$ cat src/rtl/multicycle_ctrl.sv
// multicycle_ctrl
// Multi-cycle control FSM for a single-core RV32I datapath. It decodes the
// instruction register and steps a shared ALU through fetch, decode, execute,
// memory and writeback phases, one phase per state.
//
// Ports:
//   clk, rst              clock / synchronous active-high reset
//   instr                 instruction register contents (valid from DECODE)
//   zero                  ALU zero flag (branch resolution)
//   mem_ready             memory access completes this cycle
//   mem_req, mem_we       memory request / write strobe
//   addr_sel              memory address: 0=PC, 1=ALUOut
//   ir_write, pc_write    IR / PC load enables
//   pc_src                PC source: 0=ALU result, 1=ALUOut register
//   reg_write, result_sel register write enable / writeback source
//   alu_src_a, alu_src_b  ALU operand mux selects
//   alu_op                ALU operation
//   retire                one-cycle pulse per completed instruction
//   instret               retired-instruction counter (wraps)
//   illegal               unsupported-instruction flag (held until rst)

package multicycle_ctrl_pkg;
  typedef enum logic [1:0] {
    ALU_ADD  = 2'd0,
    ALU_SUB  = 2'd1,
    ALU_AND  = 2'd2,
    ALU_PASS = 2'd3
  } alu_op_t;
endpackage

module multicycle_ctrl
  import multicycle_ctrl_pkg::*;
#(
  parameter int CNT_W = 32
) (
  input  logic             clk,
  input  logic             rst,
  input  logic [31:0]      instr,
  input  logic             zero,
  input  logic             mem_ready,
  output logic             mem_req,
  output logic             mem_we,
  output logic             addr_sel,
  output logic             ir_write,
  output logic             pc_write,
  output logic             pc_src,
  output logic             reg_write,
  output logic             result_sel,
  output logic [1:0]       alu_src_a,
  output logic [1:0]       alu_src_b,
  output alu_op_t          alu_op,
  output logic             retire,
  output logic [CNT_W-1:0] instret,
  output logic             illegal
);

  localparam logic [3:0] S_FETCH    = 4'd0;
  localparam logic [3:0] S_DECODE   = 4'd1;
  localparam logic [3:0] S_MEMADR   = 4'd2;
  localparam logic [3:0] S_MEMREAD  = 4'd3;
  localparam logic [3:0] S_MEMWB    = 4'd4;
  localparam logic [3:0] S_MEMWRITE = 4'd5;
  localparam logic [3:0] S_EXEC_R   = 4'd6;
  localparam logic [3:0] S_EXEC_I   = 4'd7;
  localparam logic [3:0] S_EXEC_LUI = 4'd8;
  localparam logic [3:0] S_BRANCH   = 4'd9;
  localparam logic [3:0] S_JAL      = 4'd10;
  localparam logic [3:0] S_ALUWB    = 4'd11;
  localparam logic [3:0] S_TRAP     = 4'd12;

  localparam logic [6:0] OP_LOAD   = 7'b0000011;
  localparam logic [6:0] OP_STORE  = 7'b0100011;
  localparam logic [6:0] OP_REG    = 7'b0110011;
  localparam logic [6:0] OP_IMM    = 7'b0010011;
  localparam logic [6:0] OP_LUI    = 7'b0110111;
  localparam logic [6:0] OP_BRANCH = 7'b1100011;
  localparam logic [6:0] OP_JAL    = 7'b1101111;

  logic [3:0]       state_reg;
  logic [3:0]       state_next;
  logic [CNT_W-1:0] instret_reg;

  logic [6:0] opcode;
  logic [2:0] funct3;
  logic [6:0] funct7;

  // Enables before reset gating; reset must silence every side effect
  // immediately, not just from the next edge.
  logic mem_req_c;
  logic ir_write_c;
  logic pc_write_c;
  logic reg_write_c;
  logic retire_c;

  assign opcode = instr[6:0];
  assign funct3 = instr[14:12];
  assign funct7 = instr[31:25];

  always_comb begin
    state_next  = state_reg;
    mem_req_c   = 1'b0;
    mem_we      = 1'b0;
    addr_sel    = 1'b0;
    ir_write_c  = 1'b0;
    pc_write_c  = 1'b0;
    pc_src      = 1'b0;
    reg_write_c = 1'b0;
    result_sel  = 1'b0;
    alu_src_a   = 2'd0;
    alu_src_b   = 2'd0;
    alu_op      = ALU_ADD;
    retire_c    = 1'b0;

    case (state_reg)
      S_FETCH: begin
        mem_req_c = 1'b1;
        alu_src_b = 2'd2;
        if (mem_ready) begin
          ir_write_c = 1'b1;
          pc_write_c = 1'b1;
          state_next = S_DECODE;
        end
      end
      S_DECODE: begin
        // oldPC+imm lands in ALUOut as the branch/jump target
        alu_src_a = 2'd1;
        alu_src_b = 2'd1;
        if ((opcode == OP_LOAD || opcode == OP_STORE) && funct3 == 3'b010)
          state_next = S_MEMADR;
        else if (opcode == OP_REG)
          state_next = S_EXEC_R;
        else if (opcode == OP_IMM)
          state_next = S_EXEC_I;
        else if (opcode == OP_LUI)
          state_next = S_EXEC_LUI;
        else if (opcode == OP_BRANCH && funct3 == 3'b000)
          state_next = S_BRANCH;
        else if (opcode == OP_JAL)
          state_next = S_JAL;
        else
          state_next = S_TRAP;
      end
      S_MEMADR: begin
        alu_src_a = 2'd2;
        alu_src_b = 2'd1;
        // DECODE only lets LW/SW through, so opcode bit 5 separates them
        state_next = opcode[5] ? S_MEMWRITE : S_MEMREAD;
      end
      S_MEMREAD: begin
        mem_req_c = 1'b1;
        addr_sel  = 1'b1;
        if (mem_ready) state_next = S_MEMWB;
      end
      S_MEMWB: begin
        reg_write_c = 1'b1;
        result_sel  = 1'b1;
        retire_c    = 1'b1;
        state_next  = S_FETCH;
      end
      S_MEMWRITE: begin
        mem_req_c = 1'b1;
        mem_we    = 1'b1;
        addr_sel  = 1'b1;
        if (mem_ready) begin
          retire_c   = 1'b1;
          state_next = S_FETCH;
        end
      end
      S_EXEC_R: begin
        alu_src_a  = 2'd2;
        alu_src_b  = 2'd0;
        state_next = S_ALUWB;
        if (funct3 == 3'b000 && funct7 == 7'b0000000)
          alu_op = ALU_ADD;
        else if (funct3 == 3'b000 && funct7 == 7'b0100000)
          alu_op = ALU_SUB;
        else if (funct3 == 3'b111 && funct7 == 7'b0000000)
          alu_op = ALU_AND;
        else
          state_next = S_TRAP;
      end
      S_EXEC_I: begin
        alu_src_a  = 2'd2;
        alu_src_b  = 2'd1;
        state_next = S_ALUWB;
        if (funct3 == 3'b000)
          alu_op = ALU_ADD;
        else if (funct3 == 3'b111)
          alu_op = ALU_AND;
        else
          state_next = S_TRAP;
      end
      S_EXEC_LUI: begin
        alu_src_b  = 2'd1;
        alu_op     = ALU_PASS;
        state_next = S_ALUWB;
      end
      S_BRANCH: begin
        alu_src_a  = 2'd2;
        alu_src_b  = 2'd0;
        alu_op     = ALU_SUB;
        pc_write_c = zero;
        pc_src     = 1'b1;
        retire_c   = 1'b1;
        state_next = S_FETCH;
      end
      S_JAL: begin
        // link value oldPC+4 computed now, target taken from ALUOut
        alu_src_a  = 2'd1;
        alu_src_b  = 2'd2;
        pc_write_c = 1'b1;
        pc_src     = 1'b1;
        state_next = S_ALUWB;
      end
      S_ALUWB: begin
        reg_write_c = 1'b1;
        retire_c    = 1'b1;
        state_next  = S_FETCH;
      end
      S_TRAP: begin
        state_next = S_TRAP;
      end
      default: begin
        state_next = S_TRAP;
      end
    endcase
  end

  assign mem_req   = mem_req_c   & ~rst;
  assign ir_write  = ir_write_c  & ~rst;
  assign pc_write  = pc_write_c  & ~rst;
  assign reg_write = reg_write_c & ~rst;
  assign retire    = retire_c    & ~rst;
  assign illegal   = (state_reg == S_TRAP);
  assign instret   = instret_reg;

  always_ff @(posedge clk) begin
    if (rst) begin
      state_reg   <= S_FETCH;
      instret_reg <= '0;
    end else begin
      state_reg <= state_next;
      if (retire_c) instret_reg <= instret_reg + 1'b1;
    end
  end

endmodule

$ cat config.mk
export PLATFORM = sky130hd
export DESIGN_NAME = multicycle_ctrl
export DESIGN_NICKNAME = d
export VERILOG_FILES = /design/src/rtl/multicycle_ctrl.sv
export SDC_FILE = /design/constraint.sdc
export NUM_CORES = 1
export LEC_CHECK = 0
export CELL_PAD_IN_SITES_DETAIL_PLACEMENT = 1
export CELL_PAD_IN_SITES_GLOBAL_PLACEMENT = 2
export CORE_UTILIZATION = 22
export DETAILED_ROUTE_END_ITERATION = 6
export PLACE_DENSITY = 0.87
export SLEW_MARGIN = 20
export SYNTH_ARGS = -nofsm -noshare
export SYNTH_HDL_FRONTEND = slang
export SYNTH_SLANG_ARGS = --single-unit
export TNS_END_PERCENT = 5
$ cat constraint.sdc
create_clock -name clk -period 2.1 [get_ports clk]
set_clock_uncertainty 0.1 [all_clocks]
set_input_delay 0.525 -clock clk [delete_from_list [all_inputs] [get_ports clk]]
set_output_delay 0.525 -clock clk [all_outputs]
set_load 0.02 [all_outputs]
# After elaboration in Yosys (flattened, before gate mapping)
# Cells that the tools add are included.
[totals]
output_inout_bits = 48
elab_cells = 88
ff_bits = 36
in_bits = 36
[classes]
reduce_logical = 20
n_addsub = 1
n_eq_ne = 25
n_mux = 34
bitwise = 6
[op_table]
columns = ["operator", "count"]
rows = [
  ["4-bit one-hot mux with 9 select lines", 1],
  ["32-bit by 1-bit adder with 32-bit output (second input constant)", 1],
  ["7-bit by 6-bit equality test with 1-bit output (second input constant)", 4],
  ["3-bit 2-to-1 mux", 9],
  ["4-bit 2-to-1 mux", 6],
  ["4-bit equality test (second input constant)", 5],
  ["4-bit by 3-bit equality test with 1-bit output (second input constant)", 4],
  ["7-bit equality test (second input constant)", 2],
  ["2-bit OR reduction", 6],
  ["2-bit 2-to-1 mux", 5],
  ["4-bit by 2-bit equality test with 1-bit output (second input constant)", 2],
  ["1-bit 2-to-1 mux", 8],
  ["2-bit one-hot mux with 2 select lines", 2],
  ["2-bit one-hot mux with 4 select lines", 1],
  ["4-bit OR reduction", 2],
  ["7-bit by 2-bit equality test with 1-bit output (second input constant)", 1],
  ["7-bit by 5-bit equality test with 1-bit output (second input constant)", 1],
  ["7-bit logical NOT", 1],
  ["2-bit inequality test (second input constant)", 3],
  ["3-bit OR reduction", 2],
  ["1-bit AND", 5],
  ["1-bit logical AND", 5],
  ["4-bit by 1-bit equality test with 1-bit output (second input constant)", 1],
  ["4-bit logical NOT", 1],
  ["other kinds (8)", 8],
]

# Longest topological paths before layout
[depth]
depth_word = 8
depth_mapped = 8
mapped_depth_nobuf = 5

# Worst setup path before layout
# No wires, ideal clock.
[synth_timing]
path_type = "flip-flop to flip-flop"
startpoint = "register instret_reg[6], in the netlist instret[6]"
endpoint = "register instret_reg[30], in the netlist instret[30]"
n_path_buf = 1
period_less_slack_ps = 2326
t_required_ps = 1930
arrival_time_ps = 2155
stages_incl_launch_ff = 7
path_slack_ps = -226
setup_ps = 70
cell_sequence = "dfxtp_1 > nand4_1 > or4_1 > buf_2 > or2_4 > or4_1 > a21oi_1"
[synth_via]
elab_chain_cells = 1
[synth_rtl]
columns = ["element", "line_no", "source"]
rows = [
  ["from (decl)", "81", "logic [CNT_W-1:0] instret_reg;"],
  ["from (signal assigned)", "243", "if (retire_c) instret_reg <= instret_reg + 1'b1;"],
  ["32-bit by 1-bit adder with 32-bit output", "243", ""],
]
# No other way between the ends.
# A chain may end at the register's enable or synchronous reset.

# Worst setup path in the final report
[layout_timing]
startpoint = "input instr[31]"
endpoint = "output alu_op[1]"
[layout_via]
elab_chain_cells = 6
[layout_rtl]
columns = ["element", "line_no", "source"]
rows = [
  ["from (decl)", "38", "input logic [31:0] instr,"],
  ["7-bit logical NOT", "173, 177", ""],
  ["1-bit logical AND", "177", "else if (funct3 == 3'b111 && funct7 == 7'b0000000)"],
  ["2-bit 2-to-1 mux", "177", ""],
  ["2-bit 2-to-1 mux", "175", "else if (funct3 == 3'b000 && funct7 == 7'b0100000)"],
  ["2-bit 2-to-1 mux *", "173", "if (funct3 == 3'b000 && funct7 == 7'b0000000)"],
  ["2-bit one-hot mux with 4 select lines *", "114", "case (state_reg)"],
  ["to (decl)", "51", "output alu_op_t alu_op,"],
]
# Mark *: on every way between the ends. The rest lies on a longest branch, timed or not.

==> run summary <==
die boundary width: 103 um
overall global routing resource usage: 17.1%
critical path, cell by cell: buf_6 -> or4_4 -> o41ai_4 -> nand4_1 -> o21ai_2 -> buf_6
shortest period the worst path allows: 2.44 ns
switching share of total power: 41.7%
number of antenna-violating nets in the routed design: 0
Sum Neg Setup Slack: -0.612 ns
placed wire-length estimate: 6630 um
min setup slack post-route: -0.338 ns
maximum number of pins on one net before global-route repair: 28
NumNets Final: 475
FFs w/ async S/R, synth: 0%
Final Setup Violations: 3
combined area of the multi-input logic cells: 1620 sq um
Slew @ Worst Pin: 0.429 ns
I/O pins: 84
1st-iter DRT viols: 56
crit start category: input pin
total of fill cells in the finished design: 1,190
largest area contributor in the netlist: dfxtp_1
crit path capture type: output pin
instance count of the mapped netlist: 303
most area-consuming cells after synthesis: dfxtp_1, nor2_1, xnor2_1
number of vias after detailed routing: 2,847
Area Overhead vs Synth: 70.7%
count of inserted antenna diode cells: 0
TritonCTS buffer count: 5
violations in the final reports: negative setup slack
outcome: complete, but fails checks
Sw Pwr: 1.38 mW
CP max stage cell: or4_4
post-route non-filler standard cell count: 571
most frequent CP cell: buf_6
TritonCTS clock tree: built
via density per instance: 4.99
floorplan core area: 9860 sq um
sequential element share of the synthesized area: 31.9%
Congestion Overflow GR: 0
Cell variety after synth: 46
Worst path max stage delay: 0.56 ns
total of max-cap violations: 0
count of final hold-check violations: 0
count of port buffers added during placement: 68
first-pass GRT wire length: 14,300 um
total wire length: 8730 um
sequential group share of total power: 25.2%
initial antenna violation count: 0
area share of the largest cell type after synthesis: 31.9%
CTS root buf: clkbuf_8
clock sinks: 36
H-tree lvl count: 2
Net Count, Synth: 340
clock insertion delay at the later pin of the skew report: 0.29 ns
number of buffer and inverter instances along the worst setup path: 2
post-placement cell area: 3650 sq um
Initial Utilization: 22.9%
category of cells accounting for the largest share of critical-path delay: simple AND/OR/NAND/NOR gates
Yosys warning count: 0
dominant cell by count in the synthesized netlist: dfxtp_1
arrival time reported for the critical path endpoint: 1.81 ns
Slew Limit Fails: 0
Max Fclk: 0.410 GHz
via count of the first global-routing pass: 2,973
cell count after placement: 564
crit-path max FO: 2
overall die area: 10,700 sq um
clock slew at reported path FFs: 0.07 ns
leakage component of the power: 1.44 nW
synthesis-stage register bit count: 36
Detailed Routing Iterations Pass 1: 4
fraction of final layout cells with drive strength greater than 1: 35.4%
HP Class: flip-flop to flip-flop
Main synth FF type: dfxtp_1
area of all placed cells without fillers: 3860 sq um
total DRC errors in the routed layout: 0
power share of the combinational group: 60.5%
power per cell area: 855 nW/um^2
critical setup path kind: input pin to output pin
Final Wtd Congestion: 0.784
per-cell routed wire length: 15.3 um
cell types with the highest counts after synthesis: dfxtp_1, nor2_1, nand2_1, a21oi_1, nand4_1
number of rows created at floorplan: 36
RSZ-0062 raised after global routing: yes
share of the cycle needed by the critical path after routing: 116%
number of synthesized flops with an enable pin: 0
die span in y: 103 um
Syn Area/Cell: 7.47 sq um
worst ir drop on vdd: 0.355 mV
fraction of power consumed by the clock network: 14.3%
worst-case setup slack after placement: -1.13 ns
Post-CTS Repair Setup Buffers: 0
max reg flops: 32
Hold Slack: 0.417 ns
relative max-transition margin: 71.2%
post-synthesis instance area: 2260 sq um
buffer levels on the longest clock path: 2
area occupied by registers: 744 sq um
design internal power: 1.92 mW
CTS hold repair buffers: 0
required time of the worst setup path: 1.47 ns
[worst reg2reg max path: stages, from the launching register on]
cell and delay, ns:
dfxtp_4 0.37, buf_4 0.15, nand2b_4 0.07, a32oi_4 0.11, buf_4 0.15, or3_4 0.37, or4_1 0.53, a21oi_1 0.16
[final timing paths]
path                             startpoint                       end  slack [ns]  cells after the start
setup / recovery                  instr[31]                 alu_op[1]       -0.34                      6
hold / removal     instret[31]$_SDFFE_PP0P_  instret[31]$_SDFFE_PP0P_        0.42                      2
setup reg to reg  state_reg[0]$_SDFFE_PP0P_  instret[24]$_SDFFE_PP0P_        0.02                      7
hold reg to reg    instret[31]$_SDFFE_PP0P_  instret[31]$_SDFFE_PP0P_        0.42                      2
[kinds of logic (layout without fill, tap and decap cells)]
kind of cell / count (synthesis) / in the layout / share of synthesized area, %
multiplexers: 1 / 1 / 0.442
AO/OA/AOI/OAI: 65 / 65 / 18.7
flip-flops: 36 / 36 / 31.9
adder cells (fa/ha/maj): 1 / 1 / 0.553
XOR/XNOR: 21 / 21 / 8.13
AND/OR/NAND/NOR: 153 / 153 / 35.6
buffers and inverters: 26 / 161 / 4.76
[routing by layer]
layer / track usage (%) / wire [um] / vias up
met5: 0 / 0 / -
li1: - / - / 1392
met1: 21.4 / 4000 / 1402
met3: 3.36 / 317 / 5
met2: 30.4 / 4380 / 48
met4: 3.03 / 35 / 0
[area by class of cell]
type | count | area share (%)
multi-input cells | 241 | 41.9
repair buffers | 148 | 32.0
flip-flops and latches | 36 | 19.3
well taps | 133 | 4.31
clock buffers | 6 | 1.88
inverters | 6 | 0.583
clock inverters | 1 | 0.130
[layout by cell type, fill, tap and decap left out, types with 3 or more instances in the layout]
master	synthesis	routed
a31oi_1	4	4
o21ai_0	11	7
dfxtp_2	0	10
inv_1	6	6
clkdlybuf4s50_1	0	43
buf_4	0	86
clkbuf_8	0	5
nor3_1	11	9
nand2_1	26	26
xnor2_1	14	14
nor4_1	12	11
o31ai_1	9	8
xor2_1	7	7
or4_4	0	5
nand2b_1	9	6
nand3_1	10	10
nor2_1	35	32
a21oi_1	21	17
or4_1	10	5
o21ai_2	0	3
buf_6	1	3
dfxtp_1	36	23
dfxtp_4	0	3
or3_1	6	4
nand4_1	19	19
dlymetal6s2s_1	0	3
a21oi_2	0	4
buf_2	2	9
[stage by stage]
stage          util (%)  total power, mW
2_1_floorplan         -             1.73
3_3_place_gp       37.0             2.67
3_5_place_dp       37.0             2.72
4_1_cts            38.5             3.23
5_1_grt            39.1             3.52
6_report           39.1             3.30
[power groups by stage]
stage	clock, mW	combinational [mW]	sequential, mW
after floorplan	0	0.942	0.791
after global placement	0	1.87	0.800
after detailed placement	0	1.91	0.803
after CTS	0.489	1.93	0.814
after global routing	0.525	2.15	0.840
final	0.473	2.00	0.831
[repair_timing]
action                     CTS  global route
pin swaps                   16             3
setup endpoints to repair   42            27
resized for setup          114            25
Power figures use the tool's default switching activity.
